**config.mk**
```make
export PLATFORM = sky130hd
export DESIGN_NAME = ofdm_payload_demap
export DESIGN_NICKNAME = d
export VERILOG_FILES = /design/src/rtl/ofdm_payload_demap.sv
export SDC_FILE = /design/constraint.sdc
export NUM_CORES = 1
export LEC_CHECK = 0
export ABC_AREA = 1
export BUFFER_PORTS_ARGS = -buffer_cell sky130_fd_sc_hd__buf_2
export CORE_ASPECT_RATIO = 0.5
export CORE_MARGIN = 4
export CORE_UTILIZATION = 30
export CTS_BUF_LIST = sky130_fd_sc_hd__clkbuf_4
export DETAILED_ROUTE_END_ITERATION = 8
export SYNTH_ARGS = -nofsm -noshare
export SYNTH_HDL_FRONTEND = slang
export SYNTH_SLANG_ARGS = --single-unit
```
**constraint.sdc**
```tcl
create_clock -name clk -period 3.22 [get_ports clk]
set_clock_uncertainty 0.1 [all_clocks]
set_input_delay 0.644 -clock clk [delete_from_list [all_inputs] [get_ports clk]]
set_output_delay 0.644 -clock clk [all_outputs]
set_load 0.03 [all_outputs]
```
**src/rtl/ofdm_payload_demap.sv**
```systemverilog
// ofdm_payload_demap: hard-decision BPSK/QPSK/16-QAM/64-QAM demapper packing bits LSB-first into bytes
module ofdm_payload_demap #(
  parameter int DATA_SIZE = 16,
  parameter int IQ_WIDTH  = 16,
  parameter int AMP       = 4096
) (
  input  logic                       clk,
  input  logic                       reset,
  input  logic                       in_valid,
  input  logic signed [IQ_WIDTH-1:0] in_data_i,
  input  logic signed [IQ_WIDTH-1:0] in_data_q,
  input  logic [2:0]                 modulation,
  output logic                       flag_ready_recive,
  output logic [7:0]                 out_data,
  output logic                       out_valid,
  input  logic                       out_ready,
  output logic                       symbol_done,
  output logic [15:0]                counter_data,
  output logic                       mod_error
);
  localparam int CW = $clog2(DATA_SIZE);
  localparam logic [IQ_WIDTH-1:0] T2   = IQ_WIDTH'(2 * AMP);
  localparam logic [IQ_WIDTH-1:0] T4   = IQ_WIDTH'(4 * AMP);
  localparam logic [IQ_WIDTH-1:0] T6   = IQ_WIDTH'(6 * AMP);
  localparam logic [IQ_WIDTH-1:0] MAXV = {1'b0, {(IQ_WIDTH-1){1'b1}}};
  typedef enum logic {IDLE, RECV} state_t;
  state_t state, state_nx;
  logic [CW-1:0] cnt;
  logic [2:0] mod_lat, mod_eff;
  logic [13:0] acc, acc_sum;
  logic [3:0] acc_n, n_sum, nb, di, dq;
  logic [5:0] sb;
  logic ok, accept, last, fire;
  // returns {m2, m1 (64-QAM), m1 (16-QAM), sign}; most negative input saturates
  function automatic logic [3:0] decide(input logic [IQ_WIDTH-1:0] x);
    logic [IQ_WIDTH-1:0] a;
    a = !x[IQ_WIDTH-1] ? x : (x == ~MAXV) ? MAXV : -x;
    return {a > T2 && a < T6, a > T4, a > T2, x[IQ_WIDTH-1]};
  endfunction
  always_comb begin
    flag_ready_recive = !out_valid || out_ready;
    accept = in_valid && flag_ready_recive;
    last = cnt == CW'(DATA_SIZE - 1);
    mod_eff = state == IDLE ? modulation : mod_lat;
    di = decide(in_data_i);
    dq = decide(in_data_q);
    sb = '0;
    nb = '0;
    ok = 1'b1;
    case (mod_eff)
      3'd1: begin sb = {5'b0, di[0]}; nb = 4'd1; end
      3'd2: begin sb = {4'b0, dq[0], di[0]}; nb = 4'd2; end
      3'd4: begin sb = {2'b0, dq[1], dq[0], di[1], di[0]}; nb = 4'd4; end
      3'd6: begin sb = {dq[3], dq[2], dq[0], di[3], di[2], di[0]}; nb = 4'd6; end
      default: ok = 1'b0;
    endcase
    acc_sum = acc | (14'(sb) << acc_n);
    n_sum = acc_n + nb;
    fire = accept && ok && n_sum >= 4'd8;
    state_nx = accept ? (last ? IDLE : RECV) : state;
  end
  always_ff @(posedge clk or negedge reset)
    if (!reset) state <= IDLE;
    else state <= state_nx;
  always_ff @(posedge clk or negedge reset) begin
    if (!reset) begin
      cnt <= '0;
      mod_lat <= '0;
      acc <= '0;
      acc_n <= '0;
      out_data <= '0;
      out_valid <= 1'b0;
      symbol_done <= 1'b0;
      counter_data <= '0;
      mod_error <= 1'b0;
    end else begin
      symbol_done <= accept && last;
      if (out_valid && out_ready) counter_data <= counter_data + 16'd1;
      out_valid <= fire || (out_valid && !out_ready);
      if (fire) out_data <= acc_sum[7:0];
      if (accept) begin
        cnt <= last ? '0 : cnt + CW'(1);
        if (state == IDLE) mod_lat <= modulation;
        if (!ok) mod_error <= 1'b1;
        acc <= !ok ? '0 : fire ? acc_sum >> 8 : acc_sum;
        acc_n <= !ok ? '0 : fire ? n_sum - 4'd8 : n_sum;
      end
    end
  end
endmodule

```
# ---- Yosys cells after proc, flatten, opt, wreduce, memory -nomap -nowiden
# Cells that the tools add are included.
dict set report word_totals {
  ff_bits 53
  inputBits 39
  word_cells 61
}
dict set report op_classes {
  n_addsub 6
  n_lt_le_gt_ge 7
  n_eq_ne 7
  shift 1
  n_mux 14
  bitwise_logic 2
  n_reduce_logical 14
}
# operator count
set ops {}
lappend ops {{$mux W16} 4}
lappend ops {{$eq A16 B16 Y1 const B} 2}
lappend ops {{$gt A16 B14 Y1 const B} 2}
lappend ops {{$gt A16 B15 Y1 const B} 2}
lappend ops {{$lt A16 B15 Y1 const B} 2}
lappend ops {{$neg A16 Y16} 2}
lappend ops {{$mux W14} 2}
lappend ops {{$pmux W6 S4} 1}
lappend ops {{$add A16 B1 Y16 const B} 1}
lappend ops {{$or A14 B14 Y14} 1}
lappend ops {{$shl A6 B4 Y14} 1}
lappend ops {{$mux W4} 3}
lappend ops {{$pmux W3 S4} 1}
lappend ops {{$logic_and A1 B1 Y1} 8}
lappend ops {{$eq A3 B3 Y1 const B} 2}
lappend ops {{$add A4 B1 Y4 const B} 1}
lappend ops {{$add A4 B4 Y4} 1}
lappend ops {{$eq A4 B4 Y1 const B} 1}
lappend ops {{$ge A4 B4 Y1 const B} 1}
lappend ops {{$reduce_or A4 Y1} 1}
lappend ops {{$sub A4 B4 Y4 const B} 1}
lappend ops {{$eq A3 B1 Y1 const B} 1}
lappend ops {{$eq A3 B2 Y1 const B} 1}
lappend ops {{$mux W3} 1}
lappend ops {{other kinds (5)} 8}

# ---- Depth between registers and ports, before layout
# Gate-level depths: netlist of the first run.
dict set report depth {
  depth_word 10
  depth_mapped 23
}

# ---- Worst setup path after synthesis of the first run
# Ideal clock, no wire load.
dict set report synth_timing {
  path_type {input to register}
  startpoint {input in_data_i[0]}
  endpoint {register acc[3]}
  setup_time_ns 0.121
  t_arrival_ns 2.454
  required_time_ns 2.999
  slack_ns 0.545
  cell_stages 23
  path_cell_list {inv_1 ha_1 inv_1 nor2_1 nand3_1 nor2_2 nand2_2 nand3_1 nand2_1 inv_2 nand3_1 nor2_1 nand2_1 nand3_1 nand3_1 nand3_2 nand2_2 nand2_1 nand2_1 nand2_1 nand2_1 nand2_1 nand2_1}
}
dict set report synth_between {
  elab_chain_cells 10
  elab_cells_between_ends 13
  cone_classes {1 x add/sub; 3 x order compare; 1 x eq/ne; 1 x shift; 5 x mux; 1 x bitwise; 1 x reduce/logical}
}
# item line_no
set synth_rtl {}
lappend synth_rtl {{from (decl)} 10} ;# input logic signed [IQ_WIDTH-1:0] in_data_i,
lappend synth_rtl {{$neg A16 Y16 / $eq A16 B16 Y1 (equally long branches)} 37} ;# a = !x[IQ_WIDTH-1] ? x : (x == ~MAXV) ? MAXV : -x;
lappend synth_rtl {{$mux W16} 37}
lappend synth_rtl {{$mux W16 *} 37}
lappend synth_rtl {{$gt A16 B14 Y1 / $lt A16 B15 Y1 (equally long branches)} 38} ;# return {a > T2 && a < T6, a > T4, a > T2, x[IQ_WIDTH-1]};
lappend synth_rtl {{$logic_and A1 B1 Y1} 38}
lappend synth_rtl {{$pmux W6 S4 *} 50} ;# case (mod_eff)
lappend synth_rtl {{$shl A6 B4 Y14 *} 57} ;# acc_sum = acc | (14'(sb) << acc_n);
lappend synth_rtl {{$or A14 B14 Y14 *} 57}
lappend synth_rtl {{$mux W14 * (2 in series)} 85} ;# acc <= !ok ? '0 : fire ? acc_sum >> 8 : acc_sum;
lappend synth_rtl {{to (signal assigned)} 85}
lappend synth_rtl {{to (decl)} 30} ;# logic [13:0] acc, acc_sum;
# Mark *: on every way between the ends. The rest lies on a longest branch, timed or not.
# A chain may end at the register's enable or synchronous reset.

# ---- Worst setup path in the final report of the first run
# Ends and elaborated chain as after synthesis.

==> results.py, run 1 <==
metrics = {
    "clock_tree": {
        "ctsHoldBuffers": 0,
        "cts_buffers": 5,
        "clock_sinks": 53,
        "cts_setup_buffers": 0,
        "cts_root_buf": "clkbuf_4",
        "clk_path_buf_depth": 2,
        "worstSkewPairLatency_ns": 0.37,
        "cts_resized": 0,
        "htreeDepth": 2,
        "tritoncts": "done",
        "path_clk_slew_ns": 0.14,
    },
    "power": {
        "irDropWorstVdd_v": 0.000159,
        "p_leak_nw": 2.61,
        "power_mw": 2.39,
        "power.density_nw_per_um2": 495,
    },
    "synthesis": {
        "ys.flop_type": "dfrtp_1",
        "syn-cell-area_um2": 4220,
        "synth_top_area_share_pct": 31.4,
        "netlist_instances": 643,
        "async_reset_ff_share_pct": 100,
        "ys_seq_elements": 53,
        "yosysMostFrequentCell": "nand2_1",
        "ys_warn_count": 0,
        "seq_area_frac_synth_pct": 31.4,
        "synth_common_cells": "nand2_1 (203), nand3_1 (69), nor2_1 (67)",
        "yosysTopAreaCell": "dfrtp_1",
        "syn-num-nets": 690,
        "synth_cell_type_count": 34,
        "synth_edf_count": 0,
        "syn_avg_cell_area_um2": 6.56,
        "synthTopCellsByArea": "dfrtp_1 (31%), nand2_1 (18%), nand3_1 (8.2%)",
    },
    "drt": {
        "first_iter_violations": 313,
        "drtPass1Iterations": 4,
        "ant_nets": 0,
        "drt_wl_total_um": 10300,
        "wire_per_inst_um": 11.4,
        "viasPerCell": 4.52,
        "vias": 4083,
        "drc": 0,
    },
    "grt": {
        "grt_pass1_vias": 3891,
        "antenna_found_initial": 0,
        "grt_first_pass_wirelength_um": 18100,
        "grt_usage_pct": 13.1,
        "grt_max_degree": 26,
        "overflow": 0,
    },
    "timing": {
        "timing.final.crit_share_pct": 86.3,
        "post-route-min-period_ns": 2.78,
        "tns_ns": 0,
        "max_slew_margin_pct": 68.7,
        "fmax_mhz": 360,
        "setup_viol": 0,
        "finalHoldViolCount": 0,
        "worst_pin_slew_ns": 0.468,
        "rsz0062_at_grt": "no",
        "drv_slew": 0,
    },
    "setup_path": {
        "cp_common_cell": "nand2_1",
        "r2r-end": "out_data[2]$_DFFE_PN0P_",
        "crit_slowest_cell": "ha_1",
        "path_max_fanout": 7,
        "end_kind": "flop",
        "cp_num_buf_inv": 4,
        "reg2reg_slack_ns": 0.54,
        "worst_ep_required_time_ns": 3.40,
        "crit_type": "in -> reg",
        "r2r_cells": 13,
        "slowest_delay_ns": 0.20,
        "worst_path_dominant_cell_family": "simple AND/OR/NAND/NOR gates",
        "worstSetupStartpointType": "input pin",
        "cp.arrival_ns": 2.96,
        "crit_chain": "buf_2 > inv_1 > ha_1 > inv_1 > nor2_1 > nand3_1 > nor2_2 > nand2_2 > nand3_1 > nand2_1 > inv_2 > nand3_1 > nor2_1 > nand2_1 > nand3_1 > nand3_1 > nand3_2 > nand2_2 > nand2_1 > nand2_1 > nand2_1 > nand2_1 > nand2_1 > nand2_1",
        "r2r_start": "state$_DFFE_PN0P_",
    },
    "placement": {
        "dpl.hpwl_um": 8210,
        "placed_cells": 896,
        "io_buffers": 66,
        "gp_congestion": 0.854,
    },
    "layout": {
        "multi_input_area_um2": 2520,
        "nets": 758,
        "seq_area_um2": 1330,
        "fillers": 1563,
        "syn_to_final_growth_pct": 14.5,
        "insertedDiodeCount": 0,
        "drive_above_1_share_pct": 20.4,
        "finalNonFillerCells": 903,
    },
    "hold_path": {
        "holdCritPathClass": "in -> async",
    },
    "floorplanning": {
        "die_w_um": 176,
        "die_h_um": 91.8,
        "core_area_um2": 13700,
        "start_util_pct": 30.9,
        "design.die.area_um2": 16100,
        "io-pin-count": 67,
        "num_rows": 30,
    },
    "run_status": {
        "status": "finished, final reports clean",
    },
    "job": {
        "maxCapViolations": 0,
    },
}
## power breakdown
group	internal, mW	switching (mW)	total, mW
clock	0.0884	0.202	0.290
combinational	0.376	0.776	1.15
sequential	0.826	0.125	0.950
## cells by family after synthesis
| logic type | count (synthesis) | share of synthesized area (%) |
|---|---|---|
| fa+ha+maj | 8 | 2.55 |
| xor+xnor | 29 | 6.02 |
| simple gates | 410 | 44.7 |
| buf+inv | 97 | 8.87 |
| flops | 53 | 31.4 |
| compound gates | 46 | 6.41 |
## cell type report
| type | count | share of cell area [%] |
|---|---|---|
| tap | 192 | 4.97 |
| inverter | 86 | 6.68 |
| timing repair buffer | 72 | 7.77 |
| clock buffer | 6 | 0.932 |
| multi-input combinational | 493 | 52.1 |
| clock inverter | 1 | 0.0777 |
| sequential | 53 | 27.5 |
## worst max-delay path by stage
stage | startpoint | endpoint | slack, ns | depth (start not counted)
after detailed placement | in_data_i[0] | acc[3]$_DFFE_PN0P_ | 0.03 | 22
after CTS | in_data_i[0] | acc[3]$_DFFE_PN0P_ | 0.45 | 22
after global routing | in_data_i[0] | acc[3]$_DFFE_PN0P_ | 0.11 | 24
after floorplan | in_data_i[0] | acc[3]$_DFFE_PN0P_ | 0.55 | 23
after global placement | in_data_i[0] | acc[3]$_DFFE_PN0P_ | 0.04 | 22
final | in_data_i[0] | acc[3]$_DFFE_PN0P_ | 0.44 | 24
## state kept, by name (all words and copies together), names as in the netlist
signal        flops
mod_error         1
out_valid         1
out_data          8
counter_data     16
state             1
cnt               4
mod_lat           3
acc              14
symbol_done       1
acc_n             4
## metrics by stage
step           worst slack, ns  hold slack, ns  util [%]  instance area [µm²]
3_5_place_dp            0.0319           0.358      35.0                 4780
3_3_place_gp            0.0444           0.351      35.0                 4780
5_1_grt                  0.108          0.0288      35.4                 4830
2_1_floorplan            0.545           0.248         -                 4220
4_1_cts                  0.449          0.0302      35.4                 4830
6_report                 0.440          0.0371      35.4                 4830
## layout by cell type, fill, tap and decap left out, drive strengths merged
cell    instances
o21bai          2
clkbuf          6
nand3b          4
nor3            8
and2            1
nand3          79
ha              7
nand4          11
a21oi          19
a22oi           4
nor2           87
nand2         217
o21ai          17
xnor2           6
o211ai          1
clkinv          5
xor2           23
dfrtp          53
fa              1
inv            82
o22ai           3
buf            72
or2             3
## worst reg2reg max path: cells and delay by family (launching register included)
family / cells / cell delay, ns
XOR/XNOR: 1 / 0.16
adder cells (fa/ha/maj): 1 / 0.29
buffers and inverters: 3 / 0.45
flip-flops: 1 / 0.46
AND/OR/NAND/NOR: 6 / 0.85
AO/OA/AOI/OAI: 2 / 0.26
## layer usage
layer / GRT usage (%) / up-vias / share of wire, %
met4: 2.98 / 0 / 0.50
li1: - / 2159 / -
met3: 2.02 / 4 / 5.5
met5: 0 / - / 0
met1: 18.7 / 1838 / 51
met2: 21.0 / 82 / 43
No activity file was read; power rests on OpenSTA's default activity.
==> run 2: changes to the inputs <==
Settings changed: PLACE_DENSITY set to 0.47.
==> results.py, run 2 (synthesis gave the netlist of run 1 again) <==
metrics = {
    "power": {
        "switching_power_mw": 1.14,
        "p_sw_share_pct": 45.4,
        "clkPwrFrac_pct": 15.1,
        "pwr-share-seq_pct": 38.1,
        "irDropWorstVdd_v": 0.000165,
        "power_frac_comb_pct": 46.8,
        "power.density_nw_per_um2": 515,
        "internal-power_mw": 1.37,
        "p_leak_nw": 2.62,
    },
    "drt": {
        "drtPass1Iterations": 4,
        "wirelength_met1_um": 5990,
        "highest_layer": "met4",
        "first_iter_violations": 295,
        "routed-wl-met2_um": 4520,
        "drt_wl_total_um": 11000,
        "vias": 4030,
        "ant_nets": 0,
        "wire_per_inst_um": 12.1,
        "drc": 0,
        "viasPerCell": 4.46,
        "routed-wl-met3_um": 374,
    },
    "timing": {
        "setup_viol": 0,
        "finalHoldViolCount": 0,
        "timing.hold.ws_ns": 0.0355,
        "max_slew_margin_pct": 65.8,
        "worst_pin_slew_ns": 0.512,
        "drv_slew": 0,
        "fmax_mhz": 367,
        "setup_slack_ns": 0.497,
        "timing.final.crit_share_pct": 84.6,
        "post-route-min-period_ns": 2.72,
        "tns_ns": 0,
        "rsz0062_at_grt": "no",
    },
    "run_status": {
        "status": "finished, final reports clean",
    },
    "placement": {
        "placed_cells": 896,
        "io_buffers": 66,
        "gp_congestion": 0.845,
        "placed_area_um2": 4780,
        "dp_worst_setup_slack_ns": 0.0825,
        "dpl.hpwl_um": 8710,
    },
    "clock_tree": {
        "htreeDepth": 2,
        "clk_path_buf_depth": 2,
        "cts_setup_buffers": 0,
        "cts_buffers": 5,
        "ctsHoldBuffers": 0,
        "cts_resized": 0,
        "clock_sinks": 53,
        "cts_root_buf": "clkbuf_4",
        "path_clk_slew_ns": 0.16,
        "worstSkewPairLatency_ns": 0.38,
        "tritoncts": "done",
    },
    "floorplanning": {
        "start_util_pct": 30.9,
        "die_h_um": 91.8,
        "design.die.area_um2": 16100,
        "io-pin-count": 67,
        "num_rows": 30,
        "die_w_um": 176,
        "core_area_um2": 13700,
    },
    "setup_path": {
        "end_kind": "flop",
        "crit_type": "in -> reg",
        "path_max_fanout": 7,
        "cp.arrival_ns": 2.90,
        "worst_ep_required_time_ns": 3.40,
        "worstSetupStartpointType": "input pin",
    },
    "layout": {
        "syn_to_final_growth_pct": 15.2,
        "drive_above_1_share_pct": 20.5,
        "layout_commonest_cell": "nand2_1",
        "reg_top3": "counter_data (16), acc (14), out_data (8)",
        "most-common-layout-cells": "nand2_1 (203), nand3_1 (69), nor2_1 (67)",
        "fillers": 1543,
        "nets": 758,
        "finalNonFillerCells": 904,
        "largest_register": "counter_data",
        "finalInstanceArea_um2": 4860,
        "insertedDiodeCount": 0,
        "largest_reg_flops": 16,
    },
    "grt": {
        "grt_max_degree": 42,
        "grt_first_pass_wirelength_um": 19000,
        "overflow": 0,
        "grt_pass1_vias": 3903,
        "antenna_found_initial": 0,
        "grt_usage_pct": 14.1,
    },
    "job": {
        "maxCapViolations": 0,
    },
    "hold_path": {
        "holdCritPathClass": "in -> async",
    },
}
-- run 2: power groups by stage --
stage          clock network (mW)  logic [mW]  registers, mW
2_1_floorplan                   0       0.753           1.06
3_3_place_gp                    0        1.18          0.968
3_5_place_dp                    0        1.18          0.967
4_1_cts                     0.399        1.18          0.954
5_1_grt                     0.430        1.35          0.981
6_report                    0.377        1.17          0.953
-- run 2: critical path, cell delays in order --
cell and delay [ns]:
buf_2 0.11, inv_1 0.07, ha_1 0.17, inv_1 0.06, nor2_1 0.16, nand3_1 0.15, nor2_2 0.15, nand2_2 0.14
nand3_1 0.11, nand2_1 0.06, inv_2 0.05, nand3_1 0.07, nor2_1 0.09, nand2_1 0.08, nand3_1 0.10, nand3_1 0.12
nand3_1 0.14, nand3_1 0.11, nand3_1 0.10, nand2_1 0.09, nand2_1 0.08, nand2_1 0.05
-- run 2: per-stage QoR --
| stage | power [mW] | utilization [%] |
|---|---|---|
| final | 2.50 | 35.6 |
| after global routing | 2.76 | 35.6 |
| after CTS | 2.54 | 35.6 |
| after detailed placement | 2.15 | 35.0 |
| after global placement | 2.14 | 35.0 |
| after floorplan | 1.81 | - |
-- run 2: area by class of cell --
| type | instances | area, µm² | area share [%] |
|---|---|---|---|
| Multi-Input combinational cell | 493 | 2520 | 51.8 |
| Sequential cell | 53 | 1330 | 27.3 |
| Tap cell | 192 | 240 | 4.94 |
| Inverter | 86 | 323 | 6.64 |
| Clock inverter | 3 | 41.3 | 0.849 |
| Timing Repair Buffer | 72 | 375 | 7.72 |
| Clock buffer | 5 | 37.5 | 0.772 |
-- run 2: metal layers --
layer	vias to the layer above	GRT usage (%)
met5	-	0
met4	0	2.59
met3	7	1.85
met2	64	21.9
met1	1794	21.2
li1	2165	-
-- run 2: final timing paths --
kind | from | to | slack (ns) | cells after the start
worst max-delay path | in_data_i[0] | out_data[5]$_DFFE_PN0P_ | 0.50 | 22
worst min-delay path | reset | acc[7]$_DFFE_PN0P_ | 0.04 | 1
worst max register to register | state$_DFFE_PN0P_ | out_data[0]$_DFFE_PN0P_ | 0.53 | 13
worst min register to register | counter_data[15]$_DFFE_PN0P_ | counter_data[15]$_DFFE_PN0P_ | 0.37 | 1
max in group asynchronous | reset | out_data[4]$_DFFE_PN0P_ | 2.15 | 2
min in group clk | counter_data[15]$_DFFE_PN0P_ | counter_data[15]$_DFFE_PN0P_ | 0.37 | 1
